--- src/rtl/cache_refill_ctrl_pkg.sv ---
// Shared types and sizing for the cache miss/refill controller.
// Holds the refill FSM state encoding, the cache address layout and the block-size helper.
package cache_refill_ctrl_pkg;

  localparam int unsigned DEF_RAM_ADDRESS_BITS = 10;
  localparam int unsigned DEF_DATA_BITS        = 32;
  localparam int unsigned DEF_BLOCK_BITS       = 2;
  localparam int unsigned DEF_INDEX_BITS       = 4;
  localparam int unsigned DEF_TAG_BITS         = DEF_RAM_ADDRESS_BITS - DEF_INDEX_BITS - DEF_BLOCK_BITS;

  function automatic int unsigned block_size(input int unsigned block_bits);
    return 32'd1 << block_bits;
  endfunction

  localparam int unsigned BLOCK_SIZE = block_size(DEF_BLOCK_BITS);

  typedef enum logic [2:0] {
    IDLE,
    WRITE,
    RD_REQ,
    RD_WAIT,
    DONE
  } refill_state_t;

  typedef struct packed {
    logic [DEF_TAG_BITS-1:0]   tag;
    logic [DEF_INDEX_BITS-1:0] index;
    logic [DEF_BLOCK_BITS-1:0] offset;
  } cache_address_t;

endpackage

--- src/rtl/cache_refill_ctrl_if.sv ---
// Bus bundle between cache, refill controller and RAM request/response channel.
// The controller takes the slave view; the surrounding cache/RAM environment takes the master view.
interface cache_refill_ctrl_if #(
    parameter int unsigned RAM_ADDRESS_BITS = 10,
    parameter int unsigned DATA_BITS        = 32
);

    logic                        miss_valid;
    logic [RAM_ADDRESS_BITS-1:0] miss_addr;
    logic                        miss_ready;

    logic                        wt_valid;
    logic [RAM_ADDRESS_BITS-1:0] wt_addr;
    logic [DATA_BITS-1:0]        wt_data;
    logic                        wt_ready;

    logic                        ram_req_valid;
    logic                        ram_req_ready;
    logic                        ram_req_we;
    logic [RAM_ADDRESS_BITS-1:0] ram_req_addr;
    logic [DATA_BITS-1:0]        ram_req_wdata;
    logic                        ram_rsp_valid;
    logic [DATA_BITS-1:0]        ram_rsp_data;

    logic                        fill_valid;
    logic [RAM_ADDRESS_BITS-1:0] fill_addr;
    logic [DATA_BITS-1:0]        fill_data;
    logic                        fill_last;
    logic                        crit_valid;
    logic [DATA_BITS-1:0]        crit_data;

    modport slave (
        input  miss_valid, miss_addr,
        input  wt_valid, wt_addr, wt_data,
        input  ram_req_ready, ram_rsp_valid, ram_rsp_data,
        output miss_ready, wt_ready,
        output ram_req_valid, ram_req_we, ram_req_addr, ram_req_wdata,
        output fill_valid, fill_addr, fill_data, fill_last,
        output crit_valid, crit_data
    );

    modport master (
        output miss_valid, miss_addr,
        output wt_valid, wt_addr, wt_data,
        output ram_req_ready, ram_rsp_valid, ram_rsp_data,
        input  miss_ready, wt_ready,
        input  ram_req_valid, ram_req_we, ram_req_addr, ram_req_wdata,
        input  fill_valid, fill_addr, fill_data, fill_last,
        input  crit_valid, crit_data
    );

endinterface

--- src/rtl/cache_refill_ctrl.sv ---
// Cache miss/refill controller: fetches the whole block around a missed word, streams it to the
// fill port, forwards the critical word, and arbitrates write-through stores onto the RAM channel.
module cache_refill_ctrl
    import cache_refill_ctrl_pkg::*;
#(
    parameter int unsigned RAM_ADDRESS_BITS = DEF_RAM_ADDRESS_BITS,
    parameter int unsigned DATA_BITS        = DEF_DATA_BITS,
    parameter int unsigned BLOCK_BITS       = DEF_BLOCK_BITS
) (
    input  logic                     clk,
    input  logic                     reset_n,
    cache_refill_ctrl_if.slave       bus,
    output logic                     busy
);

    localparam int unsigned          BLK      = block_size(BLOCK_BITS);
    localparam logic [BLOCK_BITS-1:0] LAST_OFS = BLOCK_BITS'(BLK - 1);

    refill_state_t state, state_nxt;

    logic [BLOCK_BITS-1:0]       req_cnt;
    logic [BLOCK_BITS-1:0]       rsp_cnt;
    logic [BLOCK_BITS:0]         out_cnt;
    logic [RAM_ADDRESS_BITS-1:0] lat_addr;
    logic [DATA_BITS-1:0]        lat_data;

    logic [RAM_ADDRESS_BITS-BLOCK_BITS-1:0] tag_index;
    logic [BLOCK_BITS-1:0]                  offset;

    logic wt_accept;
    logic miss_accept;
    logic req_fire;
    logic rsp_accept;
    logic rsp_final;

    assign tag_index = lat_addr[RAM_ADDRESS_BITS-1:BLOCK_BITS];
    assign offset    = lat_addr[BLOCK_BITS-1:0];
    assign busy      = (state != IDLE);

    // Responses only count while a read of the current block is actually in flight;
    // anything else (e.g. stragglers from a block abandoned by reset) is dropped.
    assign rsp_accept = ((state == RD_REQ) || (state == RD_WAIT)) &&
                        bus.ram_rsp_valid && (out_cnt != '0);
    assign rsp_final  = rsp_accept && (rsp_cnt == LAST_OFS);
    assign req_fire   = (state == RD_REQ) && bus.ram_req_ready;

    always_ff @(posedge clk) begin
        if (!reset_n) begin
            state <= IDLE;
        end else begin
            state <= state_nxt;
        end
    end

    always_comb begin
        state_nxt         = state;
        wt_accept         = 1'b0;
        miss_accept       = 1'b0;
        bus.ram_req_valid = 1'b0;
        bus.ram_req_we    = 1'b0;
        bus.ram_req_addr  = '0;
        bus.ram_req_wdata = '0;

        unique case (state)
            IDLE: begin
                if (reset_n) begin
                    if (bus.wt_valid) begin
                        wt_accept = 1'b1;
                        state_nxt = WRITE;
                    end else if (bus.miss_valid) begin
                        miss_accept = 1'b1;
                        state_nxt   = RD_REQ;
                    end
                end
            end
            WRITE: begin
                bus.ram_req_valid = 1'b1;
                bus.ram_req_we    = 1'b1;
                bus.ram_req_addr  = lat_addr;
                bus.ram_req_wdata = lat_data;
                if (bus.ram_req_ready) begin
                    state_nxt = IDLE;
                end
            end
            RD_REQ: begin
                bus.ram_req_valid = 1'b1;
                bus.ram_req_addr  = {tag_index, req_cnt};
                if (bus.ram_req_ready && (req_cnt == LAST_OFS)) begin
                    state_nxt = RD_WAIT;
                end
                if (rsp_final) begin
                    state_nxt = DONE;
                end
            end
            RD_WAIT: begin
                if (rsp_final) begin
                    state_nxt = DONE;
                end
            end
            DONE: begin
                state_nxt = IDLE;
            end
            default: begin
                state_nxt = IDLE;
            end
        endcase

        bus.wt_ready   = wt_accept;
        bus.miss_ready = miss_accept;
    end

    always_ff @(posedge clk) begin
        if (!reset_n) begin
            req_cnt        <= '0;
            rsp_cnt        <= '0;
            out_cnt        <= '0;
            lat_addr       <= '0;
            lat_data       <= '0;
            bus.fill_valid <= 1'b0;
            bus.fill_addr  <= '0;
            bus.fill_data  <= '0;
            bus.fill_last  <= 1'b0;
            bus.crit_valid <= 1'b0;
            bus.crit_data  <= '0;
        end else begin
            if (wt_accept) begin
                lat_addr <= bus.wt_addr;
                lat_data <= bus.wt_data;
            end
            if (miss_accept) begin
                lat_addr <= bus.miss_addr;
                req_cnt  <= '0;
                rsp_cnt  <= '0;
                out_cnt  <= '0;
            end else begin
                if (req_fire) begin
                    req_cnt <= req_cnt + 1'b1;
                end
                if (rsp_accept) begin
                    rsp_cnt <= rsp_cnt + 1'b1;
                end
                unique case ({req_fire, rsp_accept})
                    2'b10:   out_cnt <= out_cnt + 1'b1;
                    2'b01:   out_cnt <= out_cnt - 1'b1;
                    default: out_cnt <= out_cnt;
                endcase
            end

            bus.fill_valid <= rsp_accept;
            bus.fill_last  <= rsp_final;
            bus.crit_valid <= rsp_accept && (rsp_cnt == offset);
            if (rsp_accept) begin
                bus.fill_addr <= {tag_index, rsp_cnt};
                bus.fill_data <= bus.ram_rsp_data;
                if (rsp_cnt == offset) begin
                    bus.crit_data <= bus.ram_rsp_data;
                end
            end
        end
    end

    a_rsp_outstanding : assert property (
        @(posedge clk) disable iff (!reset_n)
        (bus.ram_rsp_valid && ((state == RD_REQ) || (state == RD_WAIT))) |-> (out_cnt != '0)
    ) else $error("ram_rsp_valid with no read outstanding");

endmodule

--- src/flat_wrapper.sv ---
// flat-port wrapper written by rule: the top's interface ports become plain ports
module cache_refill_ctrl_flat import cache_refill_ctrl_pkg::*;
#(
    parameter int unsigned RAM_ADDRESS_BITS = DEF_RAM_ADDRESS_BITS,
    parameter int unsigned DATA_BITS        = DEF_DATA_BITS,
    parameter int unsigned BLOCK_BITS       = DEF_BLOCK_BITS
)
  (clk, reset_n, busy, bus_miss_valid, bus_miss_addr, bus_wt_valid, bus_wt_addr, bus_wt_data, bus_ram_req_ready, bus_ram_rsp_valid, bus_ram_rsp_data, bus_miss_ready, bus_wt_ready, bus_ram_req_valid, bus_ram_req_we, bus_ram_req_addr, bus_ram_req_wdata, bus_fill_valid, bus_fill_addr, bus_fill_data, bus_fill_last, bus_crit_valid, bus_crit_data);
  cache_refill_ctrl_if #(.RAM_ADDRESS_BITS(RAM_ADDRESS_BITS), .DATA_BITS(DATA_BITS)) bus_i ();
  input  logic clk;
  input  logic reset_n;
  output logic busy;
  input wire logic [$bits(bus_i.miss_valid)-1:0] bus_miss_valid;
  input wire logic [$bits(bus_i.miss_addr)-1:0] bus_miss_addr;
  input wire logic [$bits(bus_i.wt_valid)-1:0] bus_wt_valid;
  input wire logic [$bits(bus_i.wt_addr)-1:0] bus_wt_addr;
  input wire logic [$bits(bus_i.wt_data)-1:0] bus_wt_data;
  input wire logic [$bits(bus_i.ram_req_ready)-1:0] bus_ram_req_ready;
  input wire logic [$bits(bus_i.ram_rsp_valid)-1:0] bus_ram_rsp_valid;
  input wire logic [$bits(bus_i.ram_rsp_data)-1:0] bus_ram_rsp_data;
  output wire logic [$bits(bus_i.miss_ready)-1:0] bus_miss_ready;
  output wire logic [$bits(bus_i.wt_ready)-1:0] bus_wt_ready;
  output wire logic [$bits(bus_i.ram_req_valid)-1:0] bus_ram_req_valid;
  output wire logic [$bits(bus_i.ram_req_we)-1:0] bus_ram_req_we;
  output wire logic [$bits(bus_i.ram_req_addr)-1:0] bus_ram_req_addr;
  output wire logic [$bits(bus_i.ram_req_wdata)-1:0] bus_ram_req_wdata;
  output wire logic [$bits(bus_i.fill_valid)-1:0] bus_fill_valid;
  output wire logic [$bits(bus_i.fill_addr)-1:0] bus_fill_addr;
  output wire logic [$bits(bus_i.fill_data)-1:0] bus_fill_data;
  output wire logic [$bits(bus_i.fill_last)-1:0] bus_fill_last;
  output wire logic [$bits(bus_i.crit_valid)-1:0] bus_crit_valid;
  output wire logic [$bits(bus_i.crit_data)-1:0] bus_crit_data;
  assign bus_i.miss_valid = bus_miss_valid;
  assign bus_i.miss_addr = bus_miss_addr;
  assign bus_i.wt_valid = bus_wt_valid;
  assign bus_i.wt_addr = bus_wt_addr;
  assign bus_i.wt_data = bus_wt_data;
  assign bus_i.ram_req_ready = bus_ram_req_ready;
  assign bus_i.ram_rsp_valid = bus_ram_rsp_valid;
  assign bus_i.ram_rsp_data = bus_ram_rsp_data;
  assign bus_miss_ready = bus_i.miss_ready;
  assign bus_wt_ready = bus_i.wt_ready;
  assign bus_ram_req_valid = bus_i.ram_req_valid;
  assign bus_ram_req_we = bus_i.ram_req_we;
  assign bus_ram_req_addr = bus_i.ram_req_addr;
  assign bus_ram_req_wdata = bus_i.ram_req_wdata;
  assign bus_fill_valid = bus_i.fill_valid;
  assign bus_fill_addr = bus_i.fill_addr;
  assign bus_fill_data = bus_i.fill_data;
  assign bus_fill_last = bus_i.fill_last;
  assign bus_crit_valid = bus_i.crit_valid;
  assign bus_crit_data = bus_i.crit_data;
  cache_refill_ctrl #(.RAM_ADDRESS_BITS(RAM_ADDRESS_BITS), .DATA_BITS(DATA_BITS), .BLOCK_BITS(BLOCK_BITS)) u_core (.clk(clk), .reset_n(reset_n), .bus(bus_i), .busy(busy));
endmodule
--- config.mk ---
export PLATFORM = sky130hd
export DESIGN_NAME = cache_refill_ctrl_flat
export DESIGN_NICKNAME = d
export VERILOG_FILES = /design/src/rtl/cache_refill_ctrl_pkg.sv /design/src/rtl/cache_refill_ctrl_if.sv /design/src/rtl/cache_refill_ctrl.sv /design/src/flat_wrapper.sv
export SDC_FILE = /design/constraint.sdc
export NUM_CORES = 1
export LEC_CHECK = 0
export BUFFER_PORTS_ARGS = -buffer_cell sky130_fd_sc_hd__clkbuf_2
export CORE_AREA = 8 8 125 116
export DETAILED_ROUTE_END_ITERATION = 8
export DIE_AREA = 0 0 133 124
export GPL_ROUTABILITY_DRIVEN = 0
export PLACE_DENSITY_LB_ADDON = 0.05
export SYNTH_ARGS = -nofsm -noshare
export SYNTH_HDL_FRONTEND = slang
export SYNTH_SLANG_ARGS = --single-unit
--- constraint.sdc ---
create_clock -name clk -period 2.5 [get_ports clk]
set_input_delay 0.125 -clock clk [delete_from_list [all_inputs] [get_ports clk]]
set_output_delay 0.125 -clock clk [all_outputs]
set_load 0.005 [all_outputs]
==> results of run 1 <==
==> tightest hold or removal path, cell delays in order <==
cell                       delay, ps
sky130_fd_sc_hd__clkbuf_2         70
sky130_fd_sc_hd__o21ai_0          70
sky130_fd_sc_hd__a31oi_1         120
==> final timing paths <==
kind                                         start                               end  slack [ps]  depth (start not counted)
setup / recovery      u_core.state[1]$_SDFFE_PN0P_             bus_ram_req_wdata[25]         420                          5
hold / removal                    bus_miss_addr[4]   u_core.lat_addr[4]$_SDFFE_PN0P_          20                          3
setup reg to reg      u_core.state[2]$_SDFFE_PN0P_    u_core.out_cnt[2]$_SDFFE_PP0P_         450                         10
hold reg to reg   u_core.lat_data[25]$_SDFFE_PN0P_  u_core.lat_data[25]$_SDFFE_PN0P_         440                          2
==> cell families after synthesis <==
logic type / count (synthesis) / synth area share [%]
flip-flops: 129 / 47.7
multiplexers: 33 / 6.11
XOR/XNOR: 7 / 1.13
buffers and inverters: 54 / 5.16
AND/OR/NAND/NOR: 309 / 25.0
adder cells (fa/ha/maj): 4 / 1.06
AO/OA/AOI/OAI: 104 / 13.8
==> cells in the final DEF, fill, tap and decap left out, types with 10 or more instances in the layout <==
cell type / synthesis / layout
sky130_fd_sc_hd__dfxtp_1: 129 / 129
sky130_fd_sc_hd__clkbuf_16: 0 / 17
sky130_fd_sc_hd__nand2_1: 238 / 238
sky130_fd_sc_hd__o21ai_0: 10 / 10
sky130_fd_sc_hd__a21boi_0: 24 / 24
sky130_fd_sc_hd__mux2i_1: 33 / 33
sky130_fd_sc_hd__a31oi_1: 10 / 10
sky130_fd_sc_hd__clkbuf_2: 1 / 212
sky130_fd_sc_hd__dlygate4sd3_1: 0 / 74
sky130_fd_sc_hd__and2_1: 42 / 42
sky130_fd_sc_hd__a21boi_1: 50 / 50
sky130_fd_sc_hd__nor2_1: 12 / 12
==> layer usage <==
layer  vias up  GRT usage, %
met5         -             0
met4         0          6.80
met3         9          7.90
met1      2333          22.1
li1       2607             -
met2       163          32.6
==> cell type report <==
type	instances	area, sq um	area share, %
clock inverter	10	108	1.37
multi-input combinational	457	2550	32.4
inverter	9	33.8	0.429
sequential	129	2580	32.8
clock buffer	22	484	6.15
tap	164	205	2.61
timing repair buffer	297	1910	24.3
==> through the flow <==
| step | area, sq um | worst slack [ps] | utilization, % | std cells | power (W) |
|---|---|---|---|---|---|
| floorplan | 5410 | 420 | - | 640 | 0.00248 |
| global placement | 6540 | 521 | 53.0 | 982 | 0.00266 |
| detailed placement | 6540 | 463 | 53.0 | 982 | 0.00267 |
| CTS | 7870 | 406 | 63.7 | 1088 | 0.00520 |
| global route | 7870 | 292 | 63.7 | 1088 | 0.00537 |
| finish | 7870 | 418 | 63.7 | 1088 | 0.00514 |
==> registers in the layout (all words and copies together) (netlist names) <==
register               flops
u_core.bus.crit_data      32
u_core.bus.fill_data      32
u_core.lat_data           32
u_core.bus.fill_addr      10
u_core.lat_addr           10
u_core.out_cnt             3
u_core.state               3
u_core.req_cnt             2
u_core.rsp_cnt             2
u_core.bus.crit_valid      1
u_core.bus.fill_last       1
u_core.bus.fill_valid      1
==> timing repair <==
action / 4_1_cts / 5_1_grt
gates resized for setup: 0 / 0
endpoints found under the setup margin: 0 / 0
hold buffers: 74 / 0
endpoints found under the hold margin: 106 / 0
==> report_power, final <==
group          internal (W)  total (W)  switching, W
Combinational      0.000270   0.000545      0.000276
Clock               0.00156    0.00243      0.000865
Sequential          0.00212    0.00217     0.0000449
Total               0.00396    0.00514       0.00119
==> metrics.md, run 1 <==
| Metric | Value |
|---|---|
| Port Buf Inserts | `213` |
| TritonCTS clock tree | `yes` |
| Pin count of the biggest net entering global routing | `69` |
| Core outline area | `12300 sq um` |
| Leakage power summed over all cells | `3.47 nW` |
| Total CTS buffers | `17` |
| Top Family by Delay on Critical Path | `simple AND/OR/NAND/NOR gates` |
| WHS | `15.8 ps` |
| Synth warnings | `0` |
| Max Cap Viol | `0` |
| Deepest clock path buffer count | `2` |
| Setup repair bufs after CTS | `0` |
| Number of nets produced by synthesis | `734` |
| IO Count | `roughly 210` |
| Total met2 wirelength after detailed routing | `approximately 7700 microns` |
| Overall global routing resource usage | `19.4%` |
| Wire length of the first global-routing pass | `25800 microns` |
| P per Cell Area | `~650 nW/um^2` |
| Total die area | `16500 sq um` |
| Standard-cell row count | `39` |
| Post-synthesis average cell area | `8.45 sq um` |
| Final Skew | `16.3 ps` |
| Synth top area cells | `sky130_fd_sc_hd__dfxtp_1, sky130_fd_sc_hd__nand2_1, sky130_fd_sc_hd__a21boi_1, sky130_fd_sc_hd__mux2i_1, sky130_fd_sc_hd__and2_1` |
| Clock latency on the worst-skew pair | `420 ps` |
| Class of the tightest hold or removal check | `primary input to flip-flop` |
| H-tree lvl count | `4` |
| Worst VDD drop | `0.404 mV` |
| Required time worst endpoint | `2380 ps` |
| DR vias | `5112` |
| Met1 wire length | `around 6700 microns` |
| Count of TritonRoute iterations in the first routing pass | `4` |
| Drt drc | `0` |
| Crit Path Class | `flip-flop to output pin` |
| Fraction of post-synthesis cell area in the top cell type by area | `47.7%` |
| Proportion of synthesized flip-flops having asynchronous set or reset | `0%` |
| Antenna Cells | `0` |
| Clock Tree Root | `sky130_fd_sc_hd__clkbuf_16` |
| Aggregate global routing overflow | `0` |
| Number of standard cells after synthesis | `640` |
| Unrepaired setup endpoints after global routing | `no` |
| Synthesis-stage register bit count | `129` |
| Hold Fails Final Rpt | `0` |
| Slew of the pin with the lowest slew margin | `530 ps` |
| Routed length per instance | `approximately 15 microns` |
| Worst setup EP type | `output pin` |
| Synth cell count leaders | `sky130_fd_sc_hd__nand2_1, sky130_fd_sc_hd__dfxtp_1, sky130_fd_sc_hd__a21boi_1` |
| Post-synthesis to final-layout area growth | `45.5%` |
| Number of filler instances in the final layout | `1112` |
| Number of distinct library cell variants in the gate-level netlist after synthesis | `39` |
| Bufs and invs on worst path | `2` |
| Share of the yosys chip area belonging to registers | `47.7%` |
| Clock transition at the register clock pins on the worst setup and hold paths after CTS | `around 50 ps` |
| Worst rel slew slack | `64.7%` |
| Max-slew violation count | `0` |
| Dominant cell type by area after synthesis | `sky130_fd_sc_hd__dfxtp_1` |
| Post-synthesis instance area | `5410 sq um` |
| Number of global-route vias before repair | `roughly 5200` |
| Detailed router's first-iteration violation count | `227` |
| Initial Utilization | `43.8%` |
| Routed wire length | `16000 microns` |
| Number of antenna violations at the first check in global routing | `0` |
| Setup crit start kind | `flip-flop` |
| Cell-by-cell listing of the critical path | `and2b_1, and2b_1, buf_4, and2_1, clkbuf_2` |
| Minimum clock period after layout | `2080 ps` |
| Final ANT Viol Nets | `0` |
| Total clock sinks | `approximately 130` |
| CP max stage cell | `sky130_fd_sc_hd__dfxtp_1` |
| HPWL after DPL | `~11000 microns` |
| Count of flip-flops with a built-in enable after synthesis | `0` |
| Worst EP arrival | `between 1500 and 2000 ps` |
| Endpoints failing setup | `0` |
| Largest stage delay, worst path | `560 ps` |
| Met3 wire len | `between 1000 and 1500 microns` |
| X dimension of the die | `133 microns` |
| Top achievable clock speed | `0.480 GHz` |
| Layout cells sized above 1 | `28.2%` |
| Final-stage net count | `1005` |
| Max Used Layer | `met4` |
| Outcome | `finished clean` |
| Final TNS setup | `0 ps` |
| Most numerous cell on the critical path | `sky130_fd_sc_hd__and2b_1` |
| Vertical die dimension | `124 microns` |
| DR vias/cell | `4.70` |
| Maximum net fanout on the critical path | `33` |
| Predominant post-synthesis flop cell | `sky130_fd_sc_hd__dfxtp_1` |
| Most frequently used cell type in the post-synthesis netlist | `sky130_fd_sc_hd__nand2_1` |
| Share of the clock period used by the worst path | `between 80% and 90%` |
Power figures use the tool's default switching activity.
==> run 2, diff against run 1 <==
--- a/config.mk
+++ b/config.mk
@@ -6,9 +6,9 @@
 export NUM_CORES = 1
 export LEC_CHECK = 0
 export BUFFER_PORTS_ARGS = -buffer_cell sky130_fd_sc_hd__clkbuf_2
-export CORE_AREA = 8 8 125 116
+export CORE_AREA = 8 8 126 117
 export DETAILED_ROUTE_END_ITERATION = 8
-export DIE_AREA = 0 0 133 124
+export DIE_AREA = 0 0 134 125
 export GPL_ROUTABILITY_DRIVEN = 0
 export PLACE_DENSITY_LB_ADDON = 0.05
 export SYNTH_ARGS = -nofsm -noshare
==> constraint.sdc (replaced) <==
create_clock -name clk -period 1.8 [get_ports clk]
set_input_delay 0.09 -clock clk [delete_from_list [all_inputs] [get_ports clk]]
set_output_delay 0.09 -clock clk [all_outputs]
set_load 0.005 [all_outputs]
==> run 2 against run 1 <==
  * The run now ends with setup timing left
  * Die area rose by 1.6%
  * Via count up 3.5%
  * Non-clock buffer count grew 28
  * Register-to-register slack lost 450 ps
  * Cell area up 7.1%
  * Largest cell class is now multi-input combinational cells
==> metrics.md, run 2 (synthesis results as in run 1) <==
| Metric | Value |
|---|---|
| Final TNS setup | `-146 ps (was 0 ps)` |
| Outcome | `finished, violations left (was finished clean)` |
| IO Count | `214 (unchanged)` |
| Wire length of the first global-routing pass | `26900 microns (was 25800 microns)` |
| Clock transition at the register clock pins on the worst setup and hold paths after CTS | `50 ps (about the same)` |
| Standard-cell row count | `40 (was 39)` |
| Final-stage net count | `1034 (was 1005)` |
| Slew of the pin with the lowest slew margin | `519 ps (was 530 ps)` |
| Worst rel slew slack | `65.4% (was 64.7%)` |
| Count of TritonRoute iterations in the first routing pass | `4 (unchanged)` |
| Overall global routing resource usage | `19.9% (was 19.4%)` |
| Detailed router's first-iteration violation count | `204 (was 227)` |
| Pin count of the biggest net entering global routing | `64 (was 69)` |
| Top achievable clock speed | `0.549 GHz` |
| Max Cap Viol | `0 (unchanged)` |
| Required time worst endpoint | `1710 ps (was 2380 ps)` |
| Clock latency on the worst-skew pair | `410 ps (was 420 ps)` |
| Total die area | `16800 sq um (was 16500 sq um)` |
| Number of global-route vias before repair | `5354 (was 5220)` |
| HPWL after DPL | `11000 microns (was 11100 microns)` |
| Most used cells in the layout excluding fill and tap cells | `sky130_fd_sc_hd__nand2_1, sky130_fd_sc_hd__clkbuf_2, sky130_fd_sc_hd__dfxtp_1 (unchanged)` |
| Endpoints failing setup | `18 (was 0)` |
| Non-filler cells in the finished layout | `1120 (was 1088)` |
| Initial Utilization | `42.4% (was 43.8%)` |
| Commonest non-fill, non-tap cell in the layout | `sky130_fd_sc_hd__nand2_1 (unchanged)` |
| Class of the tightest hold or removal check | `primary input to flip-flop (unchanged)` |
| Routed length per instance | `15.4 microns (was 14.7 microns)` |
| Worst EP arrival | `1730 ps (was 1960 ps)` |
| Port Buf Inserts | `213 (unchanged)` |
| Vertical die dimension | `125 microns (was 124 microns)` |
| X dimension of the die | `134 microns (was 133 microns)` |
| Setup crit start kind | `flip-flop (unchanged)` |
| Hold Fails Final Rpt | `0 (unchanged)` |
| Max-slew violation count | `0 (unchanged)` |
| Aggregate global routing overflow | `0 (unchanged)` |
| Final Skew | `7.50 ps (was 16.3 ps)` |
| Deepest clock path buffer count | `2 (unchanged)` |
| Drt drc | `0 (unchanged)` |
| Number of cells in the design after placement | `995 (was 982)` |
| Unrepaired setup endpoints after global routing | `yes (was no)` |
| Final ANT Viol Nets | `0 (unchanged)` |
| H-tree lvl count | `4 (unchanged)` |
| Crit Path Class | `flip-flop to output pin (unchanged)` |
| DR vias | `5290 (was 5112)` |
| Worst path setup slack after routing | `-22.7 ps (was 418 ps)` |
| Worst setup EP type | `output pin (unchanged)` |
| Maximum net fanout on the critical path | `16 (was 33)` |
| Post-synthesis to final-layout area growth | `55.9% (was 45.5%)` |
| Share of the clock period used by the worst path | `101%` |
| Worst VDD drop | `0.629 mV (was 0.404 mV)` |
| Layout cells sized above 1 | `32.6% (was 28.2%)` |
| DR vias/cell | `4.72 (was 4.70)` |
| Antenna Cells | `0 (unchanged)` |
| Minimum clock period after layout | `1820 ps` |
| TritonCTS clock tree | `yes (unchanged)` |
| P per Cell Area | `873 nW/um^2 (was 653 nW/um^2)` |
| Registers with the most flip-flops | `u_core.bus.crit_data x32, u_core.bus.fill_data x32, u_core.lat_data x32 (unchanged)` |
| Leakage power summed over all cells | `3.71 nW (was 3.47 nW)` |
| Total CTS buffers | `17 (unchanged)` |
| Number of antenna violations at the first check in global routing | `0 (unchanged)` |
| Clock Tree Root | `sky130_fd_sc_hd__clkbuf_16 (unchanged)` |
| Number of filler instances in the final layout | `1063 (was 1112)` |
| Overall power after layout | `0.00736 W (was 0.00514 W)` |
| Core outline area | `12800 sq um (was 12300 sq um)` |
| Violations in the final reports | `setup timing` |
| Routed wire length | `17200 microns (was 16000 microns)` |
| Total clock sinks | `129 (unchanged)` |
==> run 2: cell types whose count changed in the layout (fill, tap and decap cells not counted), moves of 4 or more <==
cell | before | now
sky130_fd_sc_hd__clkbuf_2 | 212 | 181
sky130_fd_sc_hd__buf_4 | 9 | 18
sky130_fd_sc_hd__and2_1 | 42 | 21
sky130_fd_sc_hd__dfxtp_2 | 0 | 4
sky130_fd_sc_hd__buf_6 | 0 | 24
sky130_fd_sc_hd__buf_2 | 0 | 11
sky130_fd_sc_hd__and2_4 | 0 | 21
sky130_fd_sc_hd__dlygate4sd3_1 | 74 | 83
sky130_fd_sc_hd__dfxtp_1 | 129 | 125
==> run 2: power by group <==
part | total (W) | leakage (nW) | internal [W] | switching (W)
combinational | 0.000992 | 2.38 | 0.000529 | 0.000463
sequential | 0.00301 | 1.05 | 0.00295 | 0.0000538
clock | 0.00336 | 0.290 | 0.00221 | 0.00116
total | 0.00736 | 3.71 | 0.00569 | 0.00167
==> run 2: layer usage <==
layer / track usage (%) / up-vias / share of wire [%]
met5: 0 / - / 0
met4: 9.17 / 0 / 1.8
met3: 6.49 / 21 / 7.1
met2: 33.3 / 171 / 48
met1: 22.7 / 2439 / 43
li1: - / 2659 / -
==> run 2: worst max-delay path: stages, from the launching register on <==
cell	delay, ps
sky130_fd_sc_hd__dfxtp_2	330
sky130_fd_sc_hd__buf_6	100
sky130_fd_sc_hd__and2b_2	230
sky130_fd_sc_hd__and2b_4	220
sky130_fd_sc_hd__buf_16	160
sky130_fd_sc_hd__and2_1	160
sky130_fd_sc_hd__buf_2	130
==> run 2: cell type report <==
| class | instances | area, sq um | area share, % |
|---|---|---|---|
| clock buffers | 26 | 509 | 6.04 |
| clock inverters | 5 | 75.1 | 0.890 |
| inverters | 9 | 33.8 | 0.401 |
| multi-input cells | 458 | 2650 | 31.4 |
| flip-flops and latches | 129 | 2590 | 30.7 |
| well taps | 168 | 210 | 2.49 |
| repair buffers | 325 | 2370 | 28.1 |
==> run 2: path summary, 6_finish.rpt <==
check / slack [ps] / from / cells after the start / end
setup / recovery: -20 / u_core.state[1]$_SDFFE_PN0P_ / 6 / bus_ram_req_wdata[21]
hold / removal: 40 / bus_miss_addr[6] / 3 / u_core.lat_addr[6]$_SDFFE_PN0P_
setup reg to reg: 0 / u_core.out_cnt[0]$_SDFFE_PP0P_ / 9 / u_core.out_cnt[1]$_SDFFE_PP0P_
hold reg to reg: 450 / u_core.lat_data[0]$_SDFFE_PN0P_ / 2 / u_core.lat_data[0]$_SDFFE_PN0P_
==> run 2: stage by stage <==
stage	util, %	area (sq um)	setup slack [ps]	hold WS (ps)
4_1_cts	64.4	8220	-32.3	21.0
6_report	66.1	8430	-22.7	41.7
5_1_grt	66.1	8430	-99.3	35.8
2_1_floorplan	-	5440	-119	225
3_5_place_dp	52.1	6650	-20.0	318
3_3_place_gp	52.1	6650	19.8	313
==> run 2: repair_timing <==
| item | in CTS | in global routing |
|---|---|---|
| endpoints found under the hold margin | 106 | 0 |
| hold buffers | 83 | 0 |
| buffers inserted | 5 | 3 |
| gates cloned | 2 | 1 |
| pin swaps | 17 | 8 |
| resized for setup | 24 | 56 |
| setup endpoints to repair | 46 | 43 |
==> run 3, diff against run 2 <==
--- a/config.mk
+++ b/config.mk
@@ -6,9 +6,9 @@
 export NUM_CORES = 1
 export LEC_CHECK = 0
 export BUFFER_PORTS_ARGS = -buffer_cell sky130_fd_sc_hd__clkbuf_2
-export CORE_AREA = 8 8 126 117
+export CORE_AREA = 8 8 132 122
 export DETAILED_ROUTE_END_ITERATION = 8
-export DIE_AREA = 0 0 134 125
+export DIE_AREA = 0 0 140 130
 export GPL_ROUTABILITY_DRIVEN = 0
 export PLACE_DENSITY_LB_ADDON = 0.05
 export SYNTH_ARGS = -nofsm -noshare
==> run 3 against run 2 <==
  * Clock power rose by 8.3%
  * Clock-buffer cell count is 2 higher
  * The run still ends with setup timing left
  * Combinational power fell by 2.9%
  * Critical path type is now flip-flop to flip-flop
  * Register-to-register slack lost 30 ps
==> metrics.md, run 3 (synthesis results as in run 1) <==
| Metric | Value |
|---|---|
| Worst path setup slack after routing | `-31.3 ps (was -22.7 ps)` |
| DR vias | `5260 (was 5290)` |
| Count of TritonRoute iterations in the first routing pass | `4 (unchanged)` |
| Total CTS buffers | `17 (unchanged)` |
| Slew of the pin with the lowest slew margin | `514 ps (was 519 ps)` |
| TritonCTS clock tree | `yes (unchanged)` |
| Hold Fails Final Rpt | `0 (unchanged)` |
| Max Cap Viol | `0 (unchanged)` |
| Outcome | `finished, violations left (unchanged)` |
| Proportion of total power due to net switching | `22.0% (was 22.7%)` |
| Final Skew | `9.03 ps (was 7.50 ps)` |
| Port Buf Inserts | `213 (unchanged)` |
| Top Family by Delay on Critical Path | `simple AND/OR/NAND/NOR gates (unchanged)` |
| Worst EP arrival | `2160 ps (was 1730 ps)` |
| Aggregate global routing overflow | `0 (unchanged)` |
| Sequential Power Share | `39.5% (was 40.9%)` |
| Pin count of the biggest net entering global routing | `66 (was 64)` |
| Commonest non-fill, non-tap cell in the layout | `sky130_fd_sc_hd__nand2_1 (unchanged)` |
| Routed wire length | `17200 microns (about the same)` |
| Class of the tightest hold or removal check | `primary input to flip-flop (unchanged)` |
| Leakage power summed over all cells | `3.73 nW (was 3.71 nW)` |
| Final ANT Viol Nets | `0 (unchanged)` |
| P per Cell Area | `899 nW/um^2 (was 873 nW/um^2)` |
| Met1 wire length | `7500 microns (was 7470 microns)` |
| Unrepaired setup endpoints after global routing | `yes (unchanged)` |
| Worst VDD drop | `0.583 mV (was 0.629 mV)` |
| Cell-by-cell listing of the critical path | `or3_4, nand4b_4, inv_2, ha_4, inv_2, fa_2, nor2_2, a21oi_2, nor2_1 (was buf_6, and2b_2, and2b_4, buf_16, and2_1, buf_2)` |
| Clock Tree Root | `sky130_fd_sc_hd__clkbuf_16 (unchanged)` |
| Max-slew violation count | `0 (unchanged)` |
| Post-placement setup slack | `-40.6 ps (was -20.0 ps)` |
| Initial Utilization | `39.3% (was 42.4%)` |
| X dimension of the die | `140 microns (was 134 microns)` |
| Total met2 wirelength after detailed routing | `8420 microns (was 8220 microns)` |
| Final design utilization | `61.6% (was 66.1%)` |
| Post-synthesis to final-layout area growth | `56.6% (was 55.9%)` |
| Detailed router's first-iteration violation count | `240 (was 204)` |
| Total clock sinks | `129 (unchanged)` |
| Required time worst endpoint | `2130 ps (was 1710 ps)` |
| Total die area | `18200 sq um (was 16800 sq um)` |
| Maximum net fanout on the critical path | `2 (was 16)` |
| HPWL after DPL | `11100 microns (was 11000 microns)` |
| Worst setup EP type | `flip-flop (was output pin)` |
| Combinational Power Share | `12.7% (was 13.5%)` |
| IO Count | `214 (unchanged)` |
| CP max stage cell | `sky130_fd_sc_hd__fa_2 (was sky130_fd_sc_hd__dfxtp_2)` |
| Deepest clock path buffer count | `2 (unchanged)` |
| Registers with the most flip-flops | `u_core.bus.crit_data x32, u_core.bus.fill_data x32, u_core.lat_data x32 (unchanged)` |
| Max Used Layer | `met4 (unchanged)` |
| Most numerous cell on the critical path | `sky130_fd_sc_hd__inv_2` |
| Top achievable clock speed | `0.546 GHz (was 0.549 GHz)` |
| Number of filler instances in the final layout | `1201 (was 1063)` |
| Final-stage net count | `1032 (was 1034)` |
| Core outline area | `13700 sq um (was 12800 sq um)` |
| Bufs and invs on worst path | `2 (was 3)` |
| Standard-cell row count | `41 (was 40)` |
| Drt drc | `0 (unchanged)` |
| Layout cells sized above 1 | `32.4% (was 32.6%)` |
| Number of antenna violations at the first check in global routing | `0 (unchanged)` |
| Most used cells in the layout excluding fill and tap cells | `sky130_fd_sc_hd__nand2_1, sky130_fd_sc_hd__clkbuf_2, sky130_fd_sc_hd__dfxtp_1 (unchanged)` |
| Endpoints failing setup | `18 (unchanged)` |
| Cell internal power dissipation | `0.00594 W (was 0.00569 W)` |
| Vertical die dimension | `130 microns (was 125 microns)` |
| Clock transition at the register clock pins on the worst setup and hold paths after CTS | `50 ps (about the same)` |
| Met3 wire len | `1120 microns (was 1230 microns)` |
| Worst rel slew slack | `65.7% (was 65.4%)` |
| Violations in the final reports | `setup timing (unchanged)` |
| Net switching power | `0.00167 W (about the same)` |
| Crit Path Class | `flip-flop to flip-flop (was flip-flop to output pin)` |
| DR vias/cell | `4.68 (was 4.72)` |
| Overall global routing resource usage | `18.7% (was 19.9%)` |
| Clock latency on the worst-skew pair | `410 ps (about the same)` |
| Wire length of the first global-routing pass | `27400 microns (was 26900 microns)` |
| Largest stage delay, worst path | `440 ps (was 330 ps)` |
| Antenna Cells | `0 (unchanged)` |
| H-tree lvl count | `4 (unchanged)` |
| Clock network fraction of total power | `47.9% (was 45.7%)` |
| Share of the clock period used by the worst path | `102% (was 101%)` |
| Number of global-route vias before repair | `5444 (was 5354)` |
| WHS | `120 ps (was 41.7 ps)` |
| Minimum clock period after layout | `1830 ps (was 1820 ps)` |
| Routed length per instance | `15.3 microns (was 15.4 microns)` |
| Setup crit start kind | `flip-flop (unchanged)` |
==> run 3: cell count changes in the layout (fill, tap and decap cells not counted), sizes merged <==
cell / delta
buf: -1
bufinv: +2
clkinv: -3
dlygate4sd3: +1
==> run 3: area by class of cell <==
cell class	instances	area, sq um	area share [%]
Inverter	9	33.8	0.399
Clock buffer	28	507	5.98
Tap cell	172	215	2.54
Timing Repair Buffer	323	2350	27.7
Clock inverter	4	120	1.42
Sequential cell	129	2590	30.6
Multi-Input combinational cell	458	2660	31.4
==> run 3: repair_timing <==
action	4_1_cts	5_1_grt
setup endpoints to repair	51	52
endpoints found under the hold margin	106	0
pin swaps	13	12
gates resized for setup	21	72
setup buffers	6	2
hold buffers	84	0
gates cloned	2	1
==> run 3: per-stage QoR <==
stage,instance area [sq um],instances,power (W),TNS [ps]
floorplan,5440,640,0.00345,-234
global placement,6650,997,0.00373,0
detailed placement,6650,997,0.00374,-128
CTS,8260,1121,0.00763,-634
global route,8470,1123,0.00794,-2200
finish,8470,1123,0.00761,-162
==> run 3: metal layers <==
| metal | vias up | track usage, % |
|---|---|---|
| met5 | - | 0 |
| met4 | 0 | 6.19 |
| met3 | 13 | 6.06 |
| met2 | 160 | 32.4 |
| met1 | 2423 | 21.7 |
| li1 | 2664 | - |
==> run 3: power by group through the flow <==
stage                     Clock [W]  Combinational (W)  Sequential, W
after CTS                   0.00373           0.000901        0.00300
after global placement            0           0.000677        0.00306
after global routing        0.00386            0.00106        0.00301
after floorplan                   0           0.000396        0.00305
final                       0.00364           0.000963        0.00300
after detailed placement          0           0.000684        0.00306
==> run 3: final timing paths <==
check | from | endpoint | slack (ps) | depth (start not counted)
worst min register to register | u_core.lat_data[3]$_SDFFE_PN0P_ | u_core.lat_data[3]$_SDFFE_PN0P_ | 450 | 2
worst max-delay path | u_core.out_cnt[0]$_SDFFE_PP0P_ | u_core.out_cnt[1]$_SDFFE_PP0P_ | -30 | 9
worst min-delay path | reset_n | u_core.bus.crit_data[20]$_SDFFE_PN0P_ | 120 | 3
worst max register to register | u_core.out_cnt[0]$_SDFFE_PP0P_ | u_core.out_cnt[1]$_SDFFE_PP0P_ | -30 | 9
==> run 3: worst reg2reg max path, cell delays in order (launching register included) <==
cell and delay (ps):
sky130_fd_sc_hd__dfxtp_2 320, sky130_fd_sc_hd__or3_4 400, sky130_fd_sc_hd__nand4b_4 110, sky130_fd_sc_hd__inv_2 60, sky130_fd_sc_hd__ha_4 150, sky130_fd_sc_hd__inv_2 50
sky130_fd_sc_hd__fa_2 440, sky130_fd_sc_hd__nor2_2 110, sky130_fd_sc_hd__a21oi_2 40, sky130_fd_sc_hd__nor2_1 90
